==> src/rtl/tmds_pkg.sv <==
// tmds_pkg: shared constants and helpers for the TMDS receive channel.
package tmds_pkg;

    localparam int unsigned SYM_W    = 10;
    localparam int unsigned DATA_W   = 8;
    localparam int unsigned OFFSET_W = 4;

    // Control-period tokens, named by the {c1,c0} pair they carry
    localparam logic [SYM_W-1:0] TOKEN_C00 = 10'h354;
    localparam logic [SYM_W-1:0] TOKEN_C01 = 10'h0AB;
    localparam logic [SYM_W-1:0] TOKEN_C10 = 10'h154;
    localparam logic [SYM_W-1:0] TOKEN_C11 = 10'h2AB;

    // Alignment FSM states
    localparam logic [0:0] ST_SEARCH = 1'b0;
    localparam logic [0:0] ST_LOCKED = 1'b1;

    // True when the word is one of the four control tokens
    function automatic logic is_ctrl_token(input logic [SYM_W-1:0] w);
        return (w == TOKEN_C00) || (w == TOKEN_C01) ||
               (w == TOKEN_C10) || (w == TOKEN_C11);
    endfunction

    // Control bits carried by a token; non-tokens map to 00 and are never used
    function automatic logic [1:0] token_ctrl(input logic [SYM_W-1:0] w);
        logic [1:0] c;
        c = 2'b00;
        case (w)
            TOKEN_C01: c = 2'b01;
            TOKEN_C10: c = 2'b10;
            TOKEN_C11: c = 2'b11;
            default:   c = 2'b00;
        endcase
        return c;
    endfunction

endpackage

==> src/rtl/tmds_symbol_decode.sv <==
// tmds_symbol_decode: registered 10b -> 8b / control decode of one aligned
// TMDS word. Outputs are forced to zero while i_en is low (not yet aligned).
module tmds_symbol_decode
    import tmds_pkg::*;
(
    input  logic              i_clk,
    input  logic              i_reset,
    input  logic              i_en,
    input  logic [SYM_W-1:0]  i_word,
    output logic [DATA_W-1:0] o_data,
    output logic              o_de,
    output logic [1:0]        o_ctrl
);

    logic [DATA_W-1:0] r_data;
    logic              r_de;
    logic [1:0]        r_ctrl;

    logic [DATA_W-1:0] w_q;
    logic [DATA_W-1:0] w_dec;
    logic              w_is_ctrl;
    logic [1:0]        w_ctrl_code;

    // Undo the optional inversion, then the XOR/XNOR transition chain
    always_comb begin
        w_q      = i_word[9] ? ~i_word[DATA_W-1:0] : i_word[DATA_W-1:0];
        w_dec    = '0;
        w_dec[0] = w_q[0];
        for (int i = 1; i < DATA_W; i++) begin
            w_dec[i] = i_word[8] ? (w_q[i] ^ w_q[i-1]) : ~(w_q[i] ^ w_q[i-1]);
        end
        w_is_ctrl   = is_ctrl_token(i_word);
        w_ctrl_code = token_ctrl(i_word);
    end

    // Output stage: tokens update ctrl and hold data, data words do the reverse
    always_ff @(posedge i_clk) begin
        if (i_reset) begin
            r_data <= '0;
            r_de   <= 1'b0;
            r_ctrl <= 2'b00;
        end else if (!i_en) begin
            r_data <= '0;
            r_de   <= 1'b0;
            r_ctrl <= 2'b00;
        end else if (w_is_ctrl) begin
            r_de   <= 1'b0;
            r_ctrl <= w_ctrl_code;
        end else begin
            r_de   <= 1'b1;
            r_data <= w_dec;
        end
    end

    assign o_data = r_data;
    assign o_de   = r_de;
    assign o_ctrl = r_ctrl;

endmodule

==> src/rtl/tmds_channel_decoder.sv <==
// tmds_channel_decoder: one TMDS receive channel. Finds the 10-bit word
// boundary by bit-slipping until runs of control tokens show up inside an
// alignment window, keeps checking that runs keep appearing, and decodes
// the aligned words into pixel data / DE / control bits.
module tmds_channel_decoder
    import tmds_pkg::*;
#(
    parameter int unsigned C_lock_count  = 8,
    parameter int unsigned C_window_bits = 16
) (
    input  logic                i_clk_pixel,
    input  logic                i_reset,
    input  logic [SYM_W-1:0]    i_sym_in,
    output logic [DATA_W-1:0]   o_data,
    output logic                o_de,
    output logic [1:0]          o_ctrl,
    output logic                o_locked,
    output logic [OFFSET_W-1:0] o_offset,
    output logic                o_slip
);

    localparam int unsigned         RUN_W       = 4;
    localparam int unsigned         WIN_W       = C_window_bits;
    localparam logic [RUN_W-1:0]    RUN_TARGET  = RUN_W'(C_lock_count);
    localparam logic [OFFSET_W-1:0] OFFSET_LAST = OFFSET_W'(SYM_W - 1);

    logic [SYM_W-1:0]    r_sym_prev;
    logic [SYM_W-1:0]    r_stage1;
    logic [OFFSET_W-1:0] r_offset;
    logic [0:0]          r_state;
    logic [RUN_W-1:0]    r_run;
    logic [WIN_W-1:0]    r_win;
    logic                r_seen_run;
    logic                r_slip;

    logic [2*SYM_W-1:0]  w_pair;
    logic [SYM_W-1:0]    w_aligned;
    logic                w_is_ctrl;
    logic [RUN_W-1:0]    w_run_inc;
    logic                w_run_done;
    logic                w_expire;
    logic [OFFSET_W-1:0] w_offset_inc;

    logic [0:0]          w_state_next;
    logic [OFFSET_W-1:0] w_offset_next;
    logic [RUN_W-1:0]    w_run_next;
    logic [WIN_W-1:0]    w_win_next;
    logic                w_seen_next;
    logic                w_slip;
    logic                w_out_en;

    // Slip mux: pick the 10-bit window starting r_offset bits into the previous word
    always_comb begin
        w_pair    = {i_sym_in, r_sym_prev};
        w_aligned = SYM_W'(w_pair >> r_offset);
    end

    // Event detection on the stage-1 word and the window counter
    always_comb begin
        w_is_ctrl    = is_ctrl_token(r_stage1);
        w_run_inc    = (r_run >= RUN_TARGET) ? RUN_TARGET : (r_run + RUN_W'(1));
        w_run_done   = w_is_ctrl && (r_run == (RUN_TARGET - RUN_W'(1)));
        w_expire     = &r_win;
        w_offset_inc = (r_offset == OFFSET_LAST) ? '0 : (r_offset + OFFSET_W'(1));
    end

    // Alignment FSM next state; a completed run always beats a window expiry
    always_comb begin
        w_state_next  = r_state;
        w_seen_next   = r_seen_run;
        w_slip        = 1'b0;
        w_win_next    = r_win + WIN_W'(1);
        w_run_next    = w_is_ctrl ? w_run_inc : '0;
        w_offset_next = r_offset;

        case (r_state)
            ST_SEARCH: begin
                if (w_run_done) begin
                    w_state_next = ST_LOCKED;
                    w_win_next   = '0;
                end else if (w_expire) begin
                    w_slip = 1'b1;
                end
            end
            ST_LOCKED: begin
                if (w_run_done) begin
                    w_seen_next = 1'b1;
                end else if (w_expire) begin
                    if (r_seen_run) begin
                        w_seen_next = 1'b0;
                    end else begin
                        w_state_next = ST_SEARCH;
                        w_slip       = 1'b1;
                    end
                end
            end
            default: begin
                w_state_next = ST_SEARCH;
            end
        endcase

        // A slip restarts both the window and the run; the word straddling it is discarded
        if (w_slip) begin
            w_offset_next = w_offset_inc;
            w_run_next    = '0;
            w_win_next    = '0;
        end
    end

    // Output enable follows the state being entered so the locking token is decoded
    assign w_out_en = (w_state_next == ST_LOCKED);

    // Input history and stage-1 aligned word
    always_ff @(posedge i_clk_pixel) begin
        if (i_reset) begin
            r_sym_prev <= '0;
            r_stage1   <= '0;
        end else begin
            r_sym_prev <= i_sym_in;
            r_stage1   <= w_aligned;
        end
    end

    // Alignment FSM state, counters and slip pulse
    always_ff @(posedge i_clk_pixel) begin
        if (i_reset) begin
            r_state    <= ST_SEARCH;
            r_offset   <= '0;
            r_run      <= '0;
            r_win      <= '0;
            r_seen_run <= 1'b0;
            r_slip     <= 1'b0;
        end else begin
            r_state    <= w_state_next;
            r_offset   <= w_offset_next;
            r_run      <= w_run_next;
            r_win      <= w_win_next;
            r_seen_run <= w_seen_next;
            r_slip     <= w_slip;
        end
    end

    tmds_symbol_decode u_decode (
        .i_clk   (i_clk_pixel),
        .i_reset (i_reset),
        .i_en    (w_out_en),
        .i_word  (r_stage1),
        .o_data  (o_data),
        .o_de    (o_de),
        .o_ctrl  (o_ctrl)
    );

    assign o_locked = (r_state == ST_LOCKED);
    assign o_offset = r_offset;
    assign o_slip   = r_slip;

endmodule

==> config.mk <==
export PLATFORM = sky130hd
export DESIGN_NAME = tmds_channel_decoder
export DESIGN_NICKNAME = d
export VERILOG_FILES = /design/src/rtl/tmds_pkg.sv /design/src/rtl/tmds_symbol_decode.sv /design/src/rtl/tmds_channel_decoder.sv
export SDC_FILE = /design/constraint.sdc
export NUM_CORES = 1
export LEC_CHECK = 0
export CAP_MARGIN = 25
export CORE_ASPECT_RATIO = 2
export CORE_MARGIN = 5
export CORE_UTILIZATION = 51
export DETAILED_ROUTE_END_ITERATION = 10
export PLACE_DENSITY = 0.68
export SYNTH_ARGS = -nofsm -noshare
export SYNTH_HDL_FRONTEND = slang
export SYNTH_HIERARCHICAL = 1
export SYNTH_SLANG_ARGS = --single-unit
==> constraint.sdc <==
create_clock -name i_clk_pixel -period 4.02 [get_ports i_clk_pixel]
set_clock_uncertainty 0.05 [all_clocks]
set_input_delay 0.804 -clock i_clk_pixel [delete_from_list [all_inputs] [get_ports i_clk_pixel]]
set_output_delay 0.804 -clock i_clk_pixel [all_outputs]
set_load 0.02 [all_outputs]
**After elaboration in Yosys (flattened, before gate mapping)**

Index checks and enable logic that the tools add are counted.

- Bits in registers: 58
- Input bits: 12
- Output and inout bits: 17

- Add/sub/neg operators: 3
- Order comparisons: 1
- Equality and inequality tests: 6
- Shift-type cells: 1
- Multiplexer cells: 27
- Bitwise logic cells: 18
- Reduce and logical (&&, ||, !) cells: 11

Operator list:

| operator | count |
|---|---|
| 2-to-1 mux 16 bit | 2 |
| equality test 10 bit, second input constant | 2 |
| right shift 20 x 4 -> 10 bit | 1 |
| 2-to-1 mux 1 bit | 19 |
| adder 16 x 1 -> 16 bit, second input constant | 1 |
| AND reduction 16 bit | 1 |
| equality test 10 x 8 -> 1 bit, second input constant | 1 |
| equality test 10 x 9 -> 1 bit, second input constant | 1 |
| NOT 1 bit | 10 |
| adder 4 x 1 -> 4 bit, second input constant | 2 |
| 2-to-1 mux 4 bit | 2 |
| 2-to-1 mux 8 bit | 1 |
| NOT 8 bit | 1 |
| XOR 1 bit | 7 |
| one-hot mux 2 bit (3 select lines) | 1 |
| equality test 4 x 3 -> 1 bit, second input constant | 1 |
| equality test 4 bit, second input constant | 1 |
| greater-or-equal comparator 4 bit, second input constant | 1 |
| one-hot mux 1 bit (2 select lines) | 2 |
| OR reduction 2 bit | 2 |
| OR reduction 4 bit | 1 |
| logical OR 1 bit | 3 |
| OR reduction 3 bit | 1 |
| AND reduction 2 bit | 1 |
| 2 further kinds | 2 |

**Longest topological paths before layout**

- Depth in word-level cells: 9
- Mapped depth: 8

**By module**

Netlist, hierarchy kept.

By module, submodules not included:

| module | times used | cells each | area each (um^2) | sequential area each (um^2) |
|---|---|---|---|---|
| tmds_channel_decoder | 1 | 260 | 2,462.4 | 940.9 |
| tmds_symbol_decode | 1 | 63 | 628.1 | 220.2 |

**Worst setup path after synthesis**

Ideal clock, no wire load.

- Path kind: register to register
- From: reg r_win[0]
- To: reg u_decode.r_de (netlist: u_decode/o_de)
- Arrival time: 1.749 ns
- Path slack: 2.090 ns
- Cell stages (with the launch flop): 9
- Path buffers: 1
- Path through: dfxtp_1 -> ha_1 -> and3_1 -> and3_1 -> nand3_1 -> a21o_1 -> nand2b_1 -> clkbuf_1 -> nor3_1

- Longest elaborated chain between the ends: 6

Ends and longest elaborated chain:

| element | line | RTL |
|---|---|---|
| start: declaration | tmds_channel_decoder.sv:32 | `logic [WIN_W-1:0] r_win;` |
| start signal: assignment | tmds_channel_decoder.sv:137 | `r_win <= w_win_next;` |
| AND reduction 16 bit | tmds_channel_decoder.sv:63 | `w_expire = &r_win;` |
| 2-to-1 mux 1 bit | tmds_channel_decoder.sv:88 | `end else if (w_expire) begin` |
| 2-to-1 mux 1 bit | tmds_channel_decoder.sv:86 | `if (w_run_done) begin` |
| one-hot mux 1 bit (2 select lines) | tmds_channel_decoder.sv:76 | `case (r_state)` |
| net w_out_en | tmds_channel_decoder.sv:50 | `logic w_out_en;` |
| NOT 1 bit (no source line) | - |  |
| OR reduction 2 bit (no source line) | - |  |
| end signal: assignment | tmds_symbol_decode.sv:44 | `r_de <= 1'b0;` |
| end signal: assignment | tmds_symbol_decode.sv:47 | `r_de <= 1'b0;` |
| end signal: assignment | tmds_symbol_decode.sv:50 | `r_de <= 1'b1;` |
| end: declaration | tmds_symbol_decode.sv:16 | `logic r_de;` |

The timed path passes the listed nets, and every way through them passes these cells.
A chain may end at the register's enable or synchronous reset.

**Worst setup path in the final report**

- From: reg r_offset[3] (netlist: o_offset[3])
- To: out o_offset[3]

RTL lines:

| element | line | RTL |
|---|---|---|
| start: declaration | tmds_channel_decoder.sv:29 | `logic [OFFSET_W-1:0] r_offset;` |
| start signal: assignment | tmds_channel_decoder.sv:135 | `r_offset <= w_offset_next;` |
| end: declaration | tmds_channel_decoder.sv:18 | `output logic [OFFSET_W-1:0] o_offset,` |

No word-level cell between the ends.

==> flow_summary.ini <==
[critical_path]
crit_path_start = o_offset[3]
critical_path_peak_fanout = 16
slowest_stage = clkdlybuf4s50_1
path_cells = clkdlybuf4s50_1
crit_buf_inv = 1
worstSetupEndpointType = output pin
regToRegStartpoint = r_win[0]
cp.required_ns = 3.17
crit_family = buffers and inverters
worstSetupPathType = register to output pin
crit_path_max_incr_delay_ns = 0.71
cp-start-kind = register
critPathArrivalTime_ns = 1.70

[final_layout]
syn_to_final_growth_pct = 19.84
multiInputGateArea_sq_um = 1812
regArea_sq_um = 1161
nNetsFinal = 365
drive_gt1_share_pct = 13.03
fill_cells = 533
final_area_sq_um = 3704
post-route-util_pct = 62.18
diodes = 0
instances_no_fill = 416

[cts]
path_clk_slew_ns = 0.05
numCtsBuffers = 9
clock_latency_ns = 0.32
cts_setup_buffers = 0
clockBufferDepth = 2
cts_htree_levels = 3
cts_hold_buffers = 0
cts_tree = done
clock-sinks = 58
root_buffer = clkbuf_16
postCtsResizedCells = 0

[synth]
ys_ff_latch = 58
ys_seq_area_share_pct = 37.57
syn_area_per_cell_sq_um = 9.568
synthArstFlopShare_pct = 0
synth_fp_nets = 338
synthCells = 323
synth_area_sq_um = 3090
synth_ff_type = dfxtp_1
ys_warn_count = 6
synth_edf_count = 0
synth_cell_types = 57

[die]
io_pins = 29
die_w_um = 65.05
die_h_um = 120.1
start_util_pct = 51.89
dieArea_sq_um = 7811
num_rows = 40
coreArea_sq_um = 5956

[sta]
relSlewSlack_pct = 56.17
max_slew.worst_pin.slew_ns = 0.6554
period_needed_ns = 2.555
fin_tns_setup_ns = 0
timing.final.crit_share_pct = 63.56
setup_violations = 0
setup_ws_ns = 1.465
drv_slew = 0
rsz0062_at_grt = no
finalHoldViolCount = 0
hold_slack_ns = 0.4122
fmax_ghz = 0.3914

[grt]
antenna_found_initial = 0
grt_pass1_wl_mm = 11.60
overflow = 0
grt_usage_pct = 19.72
grt_max_degree = 28
grt_pass1_vias = 2522

[pwr]
p_per_area_nw_per_um2 = 409.0
ir_drop_mv = 0.3263
power.leakage_nw = 1.353
power_mw = 1.515

[placement]
port_buffers = 28
placedCellCount = 402
placed_cell_area_sq_um = 3377
gp_congestion = 0.8834
dp_hpwl_mm = 5.411
pre_cts_ws_ns = 1.389

[route]
vias_per_cell = 6.048
dr.pass1.iters = 4
routed_wl_mm = 7.120
vias = 2516
drt_iter0_drc = 129
avgRoutedWirePerCell_um = 17.12
remaining_drc_errors = 0
ant_nets = 0

[job]
cap_violations = 0

[hold_path]
hp-class = register to register
hold_start = r_win[0]

[status]
status = finished, final reports clean
[synth_stat cells (all sizes together) (5+ instances only)]
cell type | instances | area, sq um
buf | 9 | 68.81
o22ai | 7 | 43.79
nor3 | 7 | 35.03
nand4 | 9 | 75.08
and3 | 5 | 31.28
inv | 6 | 22.52
nor2b | 13 | 81.33
o21ai | 5 | 28.78
nand3 | 12 | 60.06
a21oi | 16 | 83.83
a211oi | 11 | 82.58
mux2i | 15 | 150.1
and2 | 6 | 37.54
nand2 | 23 | 86.33
mux4 | 8 | 180.2
xnor2 | 17 | 148.9
xor2 | 11 | 96.34
nor2 | 29 | 108.9
dfxtp | 58 | 1161
mux2 | 7 | 78.83
clkbuf | 5 | 18.77
[routing by layer]
metal | global-route usage (%) | wire, um | vias to the layer above
met5 | 0 | 0 | -
met4 | 14.81 | 385 | 0
met3 | 4.588 | 249 | 24
met2 | 36.11 | 3912 | 67
met1 | 17.99 | 2573 | 1190
li1 | - | - | 1235
[kinds of logic after synthesis]
family                   after synthesis  synth area share, %
XOR/XNOR                              28                7.935
AO/OA/AOI/OAI                         56                12.07
buffers and inverters                 22                3.806
multiplexers                          30                13.24
AND/OR/NAND/NOR                      126                24.17
adder cells (fa/ha/maj)                3                1.215
flip-flops                            58                37.57
[registers in the layout, indices dropped and copies added, names as in the netlist]
register,flops
u_decode/o_ctrl,2
o_offset,4
o_slip,1
u_decode/o_de,1
r_sym_prev,10
r_stage1,10
u_decode/o_data,8
r_win,16
r_run,4
o_locked,1
r_seen_run,1
[layout by cell type (no fill, tap or decap), types with 3 or more instances in the layout]
cell type | Yosys | routed
nor2b_1 | 13 | 13
xnor2_1 | 17 | 17
clkdlybuf4s50_1 | 0 | 28
nand3_1 | 12 | 12
inv_1 | 5 | 5
a211oi_1 | 11 | 11
ha_1 | 3 | 3
mux2i_1 | 15 | 15
and4_1 | 4 | 4
dfxtp_1 | 58 | 58
and3_1 | 5 | 5
nand4_2 | 3 | 3
o22ai_1 | 7 | 7
o21ai_0 | 4 | 4
mux2_2 | 7 | 7
nor2_1 | 29 | 29
a31oi_1 | 3 | 3
nand2_1 | 23 | 23
nor4_1 | 3 | 3
a21oi_1 | 15 | 15
clkbuf_8 | 0 | 3
mux4_2 | 8 | 8
xor2_1 | 11 | 11
and2_1 | 6 | 6
nand4_1 | 6 | 6
clkbuf_16 | 0 | 9
nor3_1 | 7 | 7
[where the power goes]
group / total [mW] / internal (mW) / switching, mW
combinational: 0.0827 / 0.0424 / 0.0403
sequential: 0.602 / 0.588 / 0.0140
clock: 0.830 / 0.585 / 0.245
[path summary, 6_finish.rpt]
kind	endpoint	slack (ns)	cells after the start
min	r_win[0]	0.41	1
max reg2reg	u_decode/o_data[1]	1.84	7
max	o_offset[3]	1.46	1
min reg2reg	r_win[0]	0.41	1
[area by class of cell]
type,instances,area share (%)
inverters,8,0.8108
clock buffers,12,7.196
multi-input cells,243,48.92
repair buffers,30,7.973
flip-flops and latches,58,31.35
well taps,63,2.128
clock inverters,2,1.622
(Power assumes the default switching activity.)
